## src/rtl/sdram_req_queue.sv

```systemverilog
// Command FIFO and request pacer in front of sdram_ctrl; holds requests until the init window elapses.
// Define SDRAM_REQ_STATS_EN to add saturating issued-write/read counters (o_wr_count, o_rd_count).
module sdram_req_queue #(
   parameter int unsigned AddrWidth  = 22,
   parameter int unsigned DataWidth  = 16,
   parameter int unsigned Depth      = 4,
   parameter int unsigned InitCycles = 26600,
   parameter int unsigned ReqGap     = 40,
   parameter int unsigned RdLatency  = 12
) (
   input  logic                 i_sys_clk,
   input  logic                 i_rst_n,
   input  logic                 i_cmd_valid,
   output logic                 o_cmd_ready,
   input  logic                 i_cmd_we,
   input  logic [AddrWidth-1:0] i_cmd_addr,
   input  logic [DataWidth-1:0] i_cmd_wdata,
   output logic                 o_rsp_valid,
   output logic [DataWidth-1:0] o_rsp_data,
   output logic                 o_init_done,
   output logic                 o_busy,
   output logic                 o_wr_req,
   output logic [AddrWidth-1:0] o_wr_addr,
   output logic [DataWidth-1:0] o_wr_data,
   output logic                 o_rd_req,
   output logic [AddrWidth-1:0] o_rd_addr,
   input  logic [DataWidth-1:0] i_rd_data
`ifdef SDRAM_REQ_STATS_EN
   ,
   output logic [15:0]          o_wr_count,
   output logic [15:0]          o_rd_count
`endif
);

   localparam int unsigned PtrW   = $clog2(Depth);
   localparam int unsigned CntW   = PtrW + 1;
   localparam int unsigned InitW  = $clog2(InitCycles + 1);
   localparam int unsigned TmrW   = $clog2(ReqGap);
   localparam int unsigned EntryW = 1 + AddrWidth + DataWidth;

   typedef enum logic [1:0] {ST_INIT, ST_IDLE, ST_ISSUE, ST_GAP} state_t;

   state_t           state_q, state_d;
   logic [InitW-1:0] init_cnt_q, init_cnt_d;
   logic [TmrW-1:0]  tmr_q, tmr_d;
   logic             init_done_d;
   logic             pop;

   logic [EntryW-1:0]    mem [Depth];
   logic [PtrW-1:0]      wr_ptr_q, rd_ptr_q;
   logic [CntW-1:0]      count_q, count_d;
   logic                 push;
   logic                 rd_pend_q;
   logic                 capture;
   logic [EntryW-1:0]    head;
   logic                 head_we;
   logic [AddrWidth-1:0] head_addr;
   logic [DataWidth-1:0] head_data;

   assign push      = i_cmd_valid && o_cmd_ready;
   assign count_d   = count_q + CntW'(push) - CntW'(pop);
   assign head      = mem[rd_ptr_q];
   assign head_we   = head[EntryW-1];
   assign head_addr = head[AddrWidth+DataWidth-1:DataWidth];
   assign head_data = head[DataWidth-1:0];
   // Read data is due RdLatency edges after the rising edge of o_rd_req; tmr_q counts edges since then.
   assign capture   = rd_pend_q && (tmr_q == TmrW'(RdLatency - 1))
                      && ((state_q == ST_ISSUE) || (state_q == ST_GAP));

   // State register
   always_ff @(posedge i_sys_clk or negedge i_rst_n) begin
      if (!i_rst_n) begin
         state_q     <= ST_INIT;
         init_cnt_q  <= '0;
         tmr_q       <= '0;
         o_init_done <= 1'b0;
      end else begin
         state_q     <= state_d;
         init_cnt_q  <= init_cnt_d;
         tmr_q       <= tmr_d;
         o_init_done <= init_done_d;
      end
   end

   // Next-state: the GAP exit is timed so the next pop lands exactly ReqGap edges after the last one
   always_comb begin
      state_d     = state_q;
      init_cnt_d  = init_cnt_q;
      tmr_d       = tmr_q;
      init_done_d = o_init_done;
      pop         = 1'b0;
      case (state_q)
         ST_INIT: begin
            if (init_cnt_q == InitW'(InitCycles - 1)) begin
               state_d     = ST_IDLE;
               init_done_d = 1'b1;
            end else begin
               init_cnt_d = init_cnt_q + InitW'(1);
            end
         end
         ST_IDLE: begin
            if (count_q != '0) begin
               pop     = 1'b1;
               state_d = ST_ISSUE;
               tmr_d   = '0;
            end
         end
         ST_ISSUE, ST_GAP: begin
            if (tmr_q == TmrW'(ReqGap - 2)) begin
               state_d = ST_IDLE;
            end else begin
               state_d = ST_GAP;
               tmr_d   = tmr_q + TmrW'(1);
            end
         end
         default: state_d = ST_INIT;
      endcase
   end

   // FIFO storage; no reset needed since only entries below count are ever read
   always_ff @(posedge i_sys_clk) begin
      if (push) mem[wr_ptr_q] <= {i_cmd_we, i_cmd_addr, i_cmd_wdata};
   end

   // Pointers, flags, controller requests and read response
   always_ff @(posedge i_sys_clk or negedge i_rst_n) begin
      if (!i_rst_n) begin
         wr_ptr_q    <= '0;
         rd_ptr_q    <= '0;
         count_q     <= '0;
         o_cmd_ready <= 1'b1;
         o_busy      <= 1'b1;
         o_wr_req    <= 1'b0;
         o_rd_req    <= 1'b0;
         o_wr_addr   <= '0;
         o_wr_data   <= '0;
         o_rd_addr   <= '0;
         rd_pend_q   <= 1'b0;
         o_rsp_valid <= 1'b0;
         o_rsp_data  <= '0;
      end else begin
         count_q     <= count_d;
         o_cmd_ready <= (count_d != CntW'(Depth));
         o_busy      <= (state_d != ST_IDLE) || (count_d != '0);
         if (push) wr_ptr_q <= wr_ptr_q + PtrW'(1);
         o_wr_req    <= 1'b0;
         o_rd_req    <= 1'b0;
         if (pop) begin
            rd_ptr_q <= rd_ptr_q + PtrW'(1);
            if (head_we) begin
               o_wr_req  <= 1'b1;
               o_wr_addr <= head_addr;
               o_wr_data <= head_data;
            end else begin
               o_rd_req  <= 1'b1;
               o_rd_addr <= head_addr;
               rd_pend_q <= 1'b1;
            end
         end
         o_rsp_valid <= capture;
         if (capture) begin
            o_rsp_data <= i_rd_data;
            rd_pend_q  <= 1'b0;
         end
      end
   end

`ifdef SDRAM_REQ_STATS_EN
   // Issued request counters, saturating
   always_ff @(posedge i_sys_clk or negedge i_rst_n) begin
      if (!i_rst_n) begin
         o_wr_count <= '0;
         o_rd_count <= '0;
      end else if (pop) begin
         if (head_we && (o_wr_count != 16'hFFFF)) o_wr_count <= o_wr_count + 16'd1;
         if (!head_we && (o_rd_count != 16'hFFFF)) o_rd_count <= o_rd_count + 16'd1;
      end
   end
`else
   // Statistics counters are not built in this configuration.
`endif

endmodule

```

## config.mk

```make
export PLATFORM = sky130hd
export DESIGN_NAME = sdram_req_queue
export DESIGN_NICKNAME = d
export VERILOG_FILES = /design/src/rtl/sdram_req_queue.sv
export SDC_FILE = /design/constraint.sdc
export NUM_CORES = 1
export LEC_CHECK = 0
export CAP_MARGIN = 0
export CELL_PAD_IN_SITES_DETAIL_PLACEMENT = 1
export CELL_PAD_IN_SITES_GLOBAL_PLACEMENT = 2
export CORE_MARGIN = 2
export CORE_UTILIZATION = 30
export CTS_BUF_LIST = sky130_fd_sc_hd__clkbuf_8
export DETAILED_ROUTE_END_ITERATION = 16
export GPL_ROUTABILITY_DRIVEN = 0
export PLACE_DENSITY = 0.67
export SKIP_LAST_GASP = 1
export SYNTH_ARGS = -nofsm -noshare
export SYNTH_HDL_FRONTEND = slang
export SYNTH_SLANG_ARGS = --single-unit
```

## constraint.sdc

```tcl
create_clock -name i_sys_clk -period 3.1 [get_ports i_sys_clk]
set_input_delay 0.62 -clock i_sys_clk [delete_from_list [all_inputs] [get_ports i_sys_clk]]
set_output_delay 0.62 -clock i_sys_clk [all_outputs]
set_load 0.02 [all_outputs]
```

==> results_dict.tcl <==
set metrics [dict create \
    synth_flop_cell "edfxtp_1" \
    grt_use_total_pct 12.7 \
    antenna_found_initial 1 \
    coreArea_mm2 0.0335 \
    switching_share_pct 24.1 \
    cts_tree "yes" \
    hpwl_mm 14.0 \
    antenna_cells 0 \
    power.density_mw_per_mm2 634 \
    grt-ovfl-total 0 \
    p_switching_w 0.00201 \
    placed_area_mm2 0.0122 \
    initialDrtViolationCount 245 \
    critPathMaxFanout 10 \
    crit_required_ns 3.55 \
    synth_area_leader_cell "edfxtp_1" \
    setup_violations 0 \
    synthCells 512 \
    ys_types 45 \
    io_pins 140 \
    wire_per_inst_um 18.6 \
    slowest_delay_ns 0.57 \
    yosysWarnings 0 \
    synth.avg_cell_area_um2 19.9 \
    path_delay_family "adder cells" \
    crit_buf_inv 3 \
    synth_seq_area_share_pct 73.7 \
    rsz0062_at_grt "no" \
    path_clk_slew_ns 0.06 \
    rows 67 \
    p_leak_nw 5.04 \
    hold_class "primary input to asynchronous set/reset pin" \
    synthesis.area_mm2 0.0102 \
    pwr-share-comb_pct 9.7 \
    final_nets 762 \
    start_kind "flip-flop" \
    synth_edf_count 156 \
    p_int_w 0.00631 \
    grt_pass1_vias 6122 \
    die_height_um 188 \
    cap_violations 0 \
    fin_crit_ns 2.68 \
    routed_wirelength_mm 22.0 \
    holdWs_ns 0.0220 \
    clock_latency_ns 0.55 \
    slew_headroom_pct 42.7 \
    clockBufferDepth 3 \
    hold_violations 0 \
    worst_pin_slew_ns 0.859 \
    start_util_pct 30.4 \
    grt_pass1_wl_mm 35.0 \
    async_flop_share_pct 42.0 \
    synth_nets 580 \
    end_kind "flip-flop" \
    area_delta_synth_final_pct 28.6 \
    htree_levels 2 \
    cts_setup_buffers 0 \
    final_max_slew_viol_count 0 \
    die_w_um 188 \
    design_area_mm2 0.0131 \
    yosys.cell_count.top_type "edfxtp_1" \
    die_area_mm2 0.0355 \
    grt_max_degree 51 \
    fin_util_pct 39.1 \
    crit_slowest_cell "dfrtp_1" \
    crit_type "flip-flop to flip-flop" \
    cts_resized 0 \
    hold_buffers 0 \
    skew_ns 0.0132 \
    post-route-drc-count 0 \
    fmax_mhz 373 \
    cts_made_buffers 46 \
    crit_arrival_ns 3.13 \
    drt_first_pass_iters 4 \
    ant_nets 0 \
    clockRootBuffer "clkbuf_8" \
    layout-drive-gt1-share_pct 28.9 \
    cts.sinks 269 \
    setup_tns_ns 0 \
    min_period_over_period_pct 86.5 \
    vias 5290 \
    clkPwrFrac_pct 37.5 \
    crit_chain "inv_2 > o311ai_4 > inv_2 > ha_1 > inv_1 > ha_1 > fa_1 > xnor2_1 > xnor2_1 > or4b_1" \
    p_seq_share_pct 52.8 \
    synth_top_area_share_pct 46.0 \
    instances_no_fill 1179 \
    ys_seq_elements 269 \
    synth_area_leaders "edfxtp_1, dfrtp_1, mux4_2" \
    fillers 3322 \
    dp_cells 1094 \
    io_buffers 139 \
    outcome "complete, no violations" \
    vias_per_cell 4.49 \
    synth_common_cells "edfxtp_1, dfrtp_1, mux2_2, mux4_2, nand2_1" \
    irDropWorstVdd_uv 282 \
]
-- sequential cells by signal, summed over array words and instances, names as in the netlist --
register,count
count_q,3
init_cnt_q,15
mem,156
o_busy,1
o_cmd_ready,1
o_init_done,1
o_rd_addr,22
o_rd_req,1
o_rsp_data,16
o_rsp_valid,1
o_wr_addr,22
o_wr_data,16
o_wr_req,1
rd_pend_q,1
rd_ptr_q,2
state_q,2
tmr_q,6
wr_ptr_q,2
-- area by class of cell --
class                           instances  area [µm²]  share of cell area (%)
Sequential cell                       269        7520                    57.4
Tap cell                              448         561                    4.28
Clock inverter                         33         198                    1.51
Multi-Input combinational cell        215        2520                    19.2
Inverter                               11        41.3                   0.315
Clock buffer                           52         716                    5.46
Timing Repair Buffer                  151        1550                    11.9
-- final timing paths --
path	cells after the start	endpoint	slack (ns)	from
max	10	o_busy	0.42	state_q[1]
min	1	init_cnt_q[9]	0.02	i_rst_n
max reg2reg	10	o_busy	0.42	state_q[1]
min reg2reg	1	init_cnt_q[13]	0.48	init_cnt_q[13]
max in group asynchronous	2	o_wr_addr[5]	2.23	i_rst_n
min in group i_sys_clk	1	init_cnt_q[13]	0.48	init_cnt_q[13]
-- through the flow --
step / setup WS [ns] / total power, W
floorplan: 0.416 / 0.00484
global placement: 0.113 / 0.00524
detailed placement: 0.00339 / 0.00531
CTS: 0.390 / 0.00851
global route: 0.292 / 0.00875
finish: 0.419 / 0.00831
-- power by group through the flow --
stage | Clock, W | Combinational [W] | Sequential [W]
finish | 0.00312 | 0.000803 | 0.00439
global route | 0.00343 | 0.000891 | 0.00443
CTS | 0.00326 | 0.000843 | 0.00440
detailed placement | 0 | 0.000841 | 0.00447
global placement | 0 | 0.000802 | 0.00443
floorplan | 0 | 0.000384 | 0.00446
-- cell families after synthesis --
group                    after synthesis  share of synthesized area (%)
flip-flops                           269                           73.7
XOR/XNOR                              19                           1.63
AO/OA/AOI/OAI                         14                           1.14
AND/OR/NAND/NOR                       55                           3.34
buffers and inverters                 28                           1.60
multiplexers                         117                           17.2
adder cells (fa/ha/maj)               10                           1.30
-- worst reg2reg max path, delay by kind of cell, from the launching register on --
family,cells,cell delay (ns)
AO/OA/AOI/OAI,1,0.12
XOR/XNOR,2,0.31
adder cells (fa/ha/maj),3,0.87
buffers and inverters,3,0.25
flip-flops,1,0.57
AND/OR/NAND/NOR,1,0.47
-- routing by layer --
metal	global-route usage [%]	vias up	part of all wire, %
met5	0	-	0
met4	3.85	0	2.1
met3	3.46	45	5.7
met2	21.4	142	49
met1	16.1	2746	43
li1	-	2357	-
-- cells in the final DEF (no fill, tap or decap), drive strengths merged, types with 3 or more instances in the layout --
| cell type | synthesis | layout |
|---|---|---|
| nand3 | 7 | 7 |
| edfxtp | 156 | 156 |
| clkdlybuf4s50 | 0 | 138 |
| clkinv | 0 | 16 |
| a21oi | 3 | 3 |
| nand2 | 13 | 13 |
| mux2 | 78 | 78 |
| xor2 | 8 | 8 |
| xnor2 | 11 | 11 |
| clkinvlp | 0 | 3 |
| mux4 | 39 | 39 |
| o31ai | 3 | 3 |
| inv | 11 | 23 |
| nand4 | 4 | 4 |
| and3 | 6 | 6 |
| dfrtp | 111 | 111 |
| buf | 15 | 13 |
| nor4 | 3 | 3 |
| ha | 9 | 9 |
| nor2 | 9 | 9 |
| clkbuf | 2 | 52 |
Power figures use the tool's default switching activity.
==> RTL edit (same flow settings) <==
Set the parameter `InitCycles` to 13300 (it was 26600).
--- a/src/rtl/sdram_req_queue.sv
+++ b/src/rtl/sdram_req_queue.sv
@@ -6,3 +6,3 @@
    parameter int unsigned Depth      = 4,
-   parameter int unsigned InitCycles = 26600,
+   parameter int unsigned InitCycles = 13300,
    parameter int unsigned ReqGap     = 40,
Behaviour: no difference found for any inputs over 10 cycles, from zero or initial values and one cycle with i_rst_n low; that may be too few to reach the edited logic, so the function may still have changed.
==> RTL edit against the original RTL <==
  * Sequential power about the same
  * Final area decreased by 0.52%
  * Critical path type unchanged
  * Routed wire length grew 1.4%
  * Setup slack worse by 0.053 ns
  * Count of clock-buffer cells in the layout is 1 lower
  * Critical path depth decreased by 1
  * Cell count down 0.17%
  * Sequential cell count fell by 1
  * Synthesized area down 0.77%
  * Total power barely moved
  * Via count decreased by 0.83%
  * Clock power barely moved
==> RTL edit: results (changes against the original RTL) <==
syn nets=574 (-1.0%); first-pass GRT wire length=35300 um (+0.79%); flop2flop setup slack=0.37 ns (-0.05 ns); Setup Fix Bufs, Post-CTS=0 (unchanged); Worst Reg-to-Reg Cells=9 (-1); syn_area_per_cell=20.0 sq um (+0.40%); share of layout cells above drive strength 1=0.254 (-0.0345); library cells used by synthesis=44 (-2.2%); Min Hold Slack=0.120 ns (+0.0983 ns); VDD IR max=0.305 mV (+8.0%); vias per cell=4.46 (-0.66%); Clock Path Buffers=3 (unchanged); WL met2=10900 um (+1.4%); Crit Path Max Fanout=9 (-1); minimum clock period=2.73 ns (+0.0533 ns); GRT Total Usage=0.130 (+0.00300); placed instance area=0.0121 sq mm (-0.57%); largest cells by area after synthesis=edfxtp_1, dfrtp_1, mux4_2; pin slew with the least headroom to its limit=0.738 ns (-0.121 ns); Avg WL per Cell=18.9 um (+1.6%); commonest cells in the synthesized netlist=edfxtp_1, dfrtp_1, mux2_2; CP max stage delay=0.57 ns (about the same); yosys warns=0 (unchanged); CTS Buf Count=48 (+4.3%); largest net degree at the start of global routing=53 (+3.9%); Iter 0 DRT Violations=204 (-17%); metal3 WL=1350 um (+6.8%); post-detail-place hpwl=13500 um (-3.5%); slowest CP cell=o311ai_4; biggest regs=mem x156, o_rd_addr x22, o_wr_addr x22; clock skew=0.0241 ns (+0.0109 ns); WL met1=9500 um (about the same); fraction of registers with async set/reset=0.418 (-0.00216); status=finished, final reports clean; port bufs=139 (unchanged); cell leakage power=0.00502 uW (-0.27%); CP arrival=3.22 ns (+0.09 ns); max layer used=met5; sequential area share after synthesis=0.741 (+0.00327); vias in the first global route=6013 (-1.8%); met2 usage=0.211 (-0.00263); nets=757 (-0.66%); initial antenna violation count=2 (+1); # fillers=3353 (+0.93%); Finished Core Util=0.391 (about the same); Post-Route WL=22300 um (+1.4%); met3 Usage GRT=0.0414 (+0.00672); DP Worst Slack=0.208 ns (+0.204 ns); met1 usage=0.164 (+0.00358); TritonRoute pass-1 iters=4 (unchanged); Top FF cell, synth=edfxtp_1; dpl cells=1087 (-0.64%)
==> RTL edit: changes by cell type in the layout (fill, tap and decap cells not counted), moves of 3 or more <==
cell | unedited run | this run
mux2_1 | 1 | 19
mux2_2 | 77 | 59
inv_1 | 21 | 28
clkinv_1 | 8 | 13
clkinv_2 | 8 | 3
buf_4 | 7 | 4
nand4_1 | 3 | 6
xor2_1 | 8 | 5
==> RTL edit: kinds of logic (layout without fill, tap and decap cells) <==
| group | count (synthesis) | count (layout) | share of synthesized area |
|---|---|---|---|
| flip-flops | 268 | 268 | 0.741 |
| multiplexers | 117 | 117 | 0.174 |
| AND/OR/NAND/NOR | 52 | 52 | 0.0304 |
| buffers and inverters | 28 | 250 | 0.0153 |
| XOR/XNOR | 18 | 18 | 0.0156 |
| AO/OA/AOI/OAI | 13 | 13 | 0.0110 |
| adder cells (fa/ha/maj) | 10 | 10 | 0.0131 |
| other | 0 | 1 | 0 |
==> RTL edit: worst paths after layout <==
kind,startpoint,end
min,i_rst_n,o_rsp_data[12]
max in group asynchronous,i_rst_n,o_wr_data[13]
max,count_q[1],o_busy
max reg2reg,count_q[1],o_busy
min reg2reg,init_cnt_q[7],init_cnt_q[7]
min in group i_sys_clk,init_cnt_q[7],init_cnt_q[7]
==> RTL edit: layout make-up <==
class / count / share of cell area
Multi-Input combinational cell: 210 / 0.190
Tap cell: 448 / 0.0430
Clock inverter: 38 / 0.0162
Inverter: 12 / 0.00345
Clock buffer: 51 / 0.0538
Timing Repair Buffer: 149 / 0.119
Sequential cell: 268 / 0.575
Antenna cell: 1 / 0.000192
==> RTL edit: power breakdown <==
part | switching (uW) | internal [uW] | leakage (uW) | total, uW
clock | 1430 | 1690 | 0.000522 | 3120
combinational | 488 | 327 | 0.00158 | 815
sequential | 116 | 4260 | 0.00292 | 4380
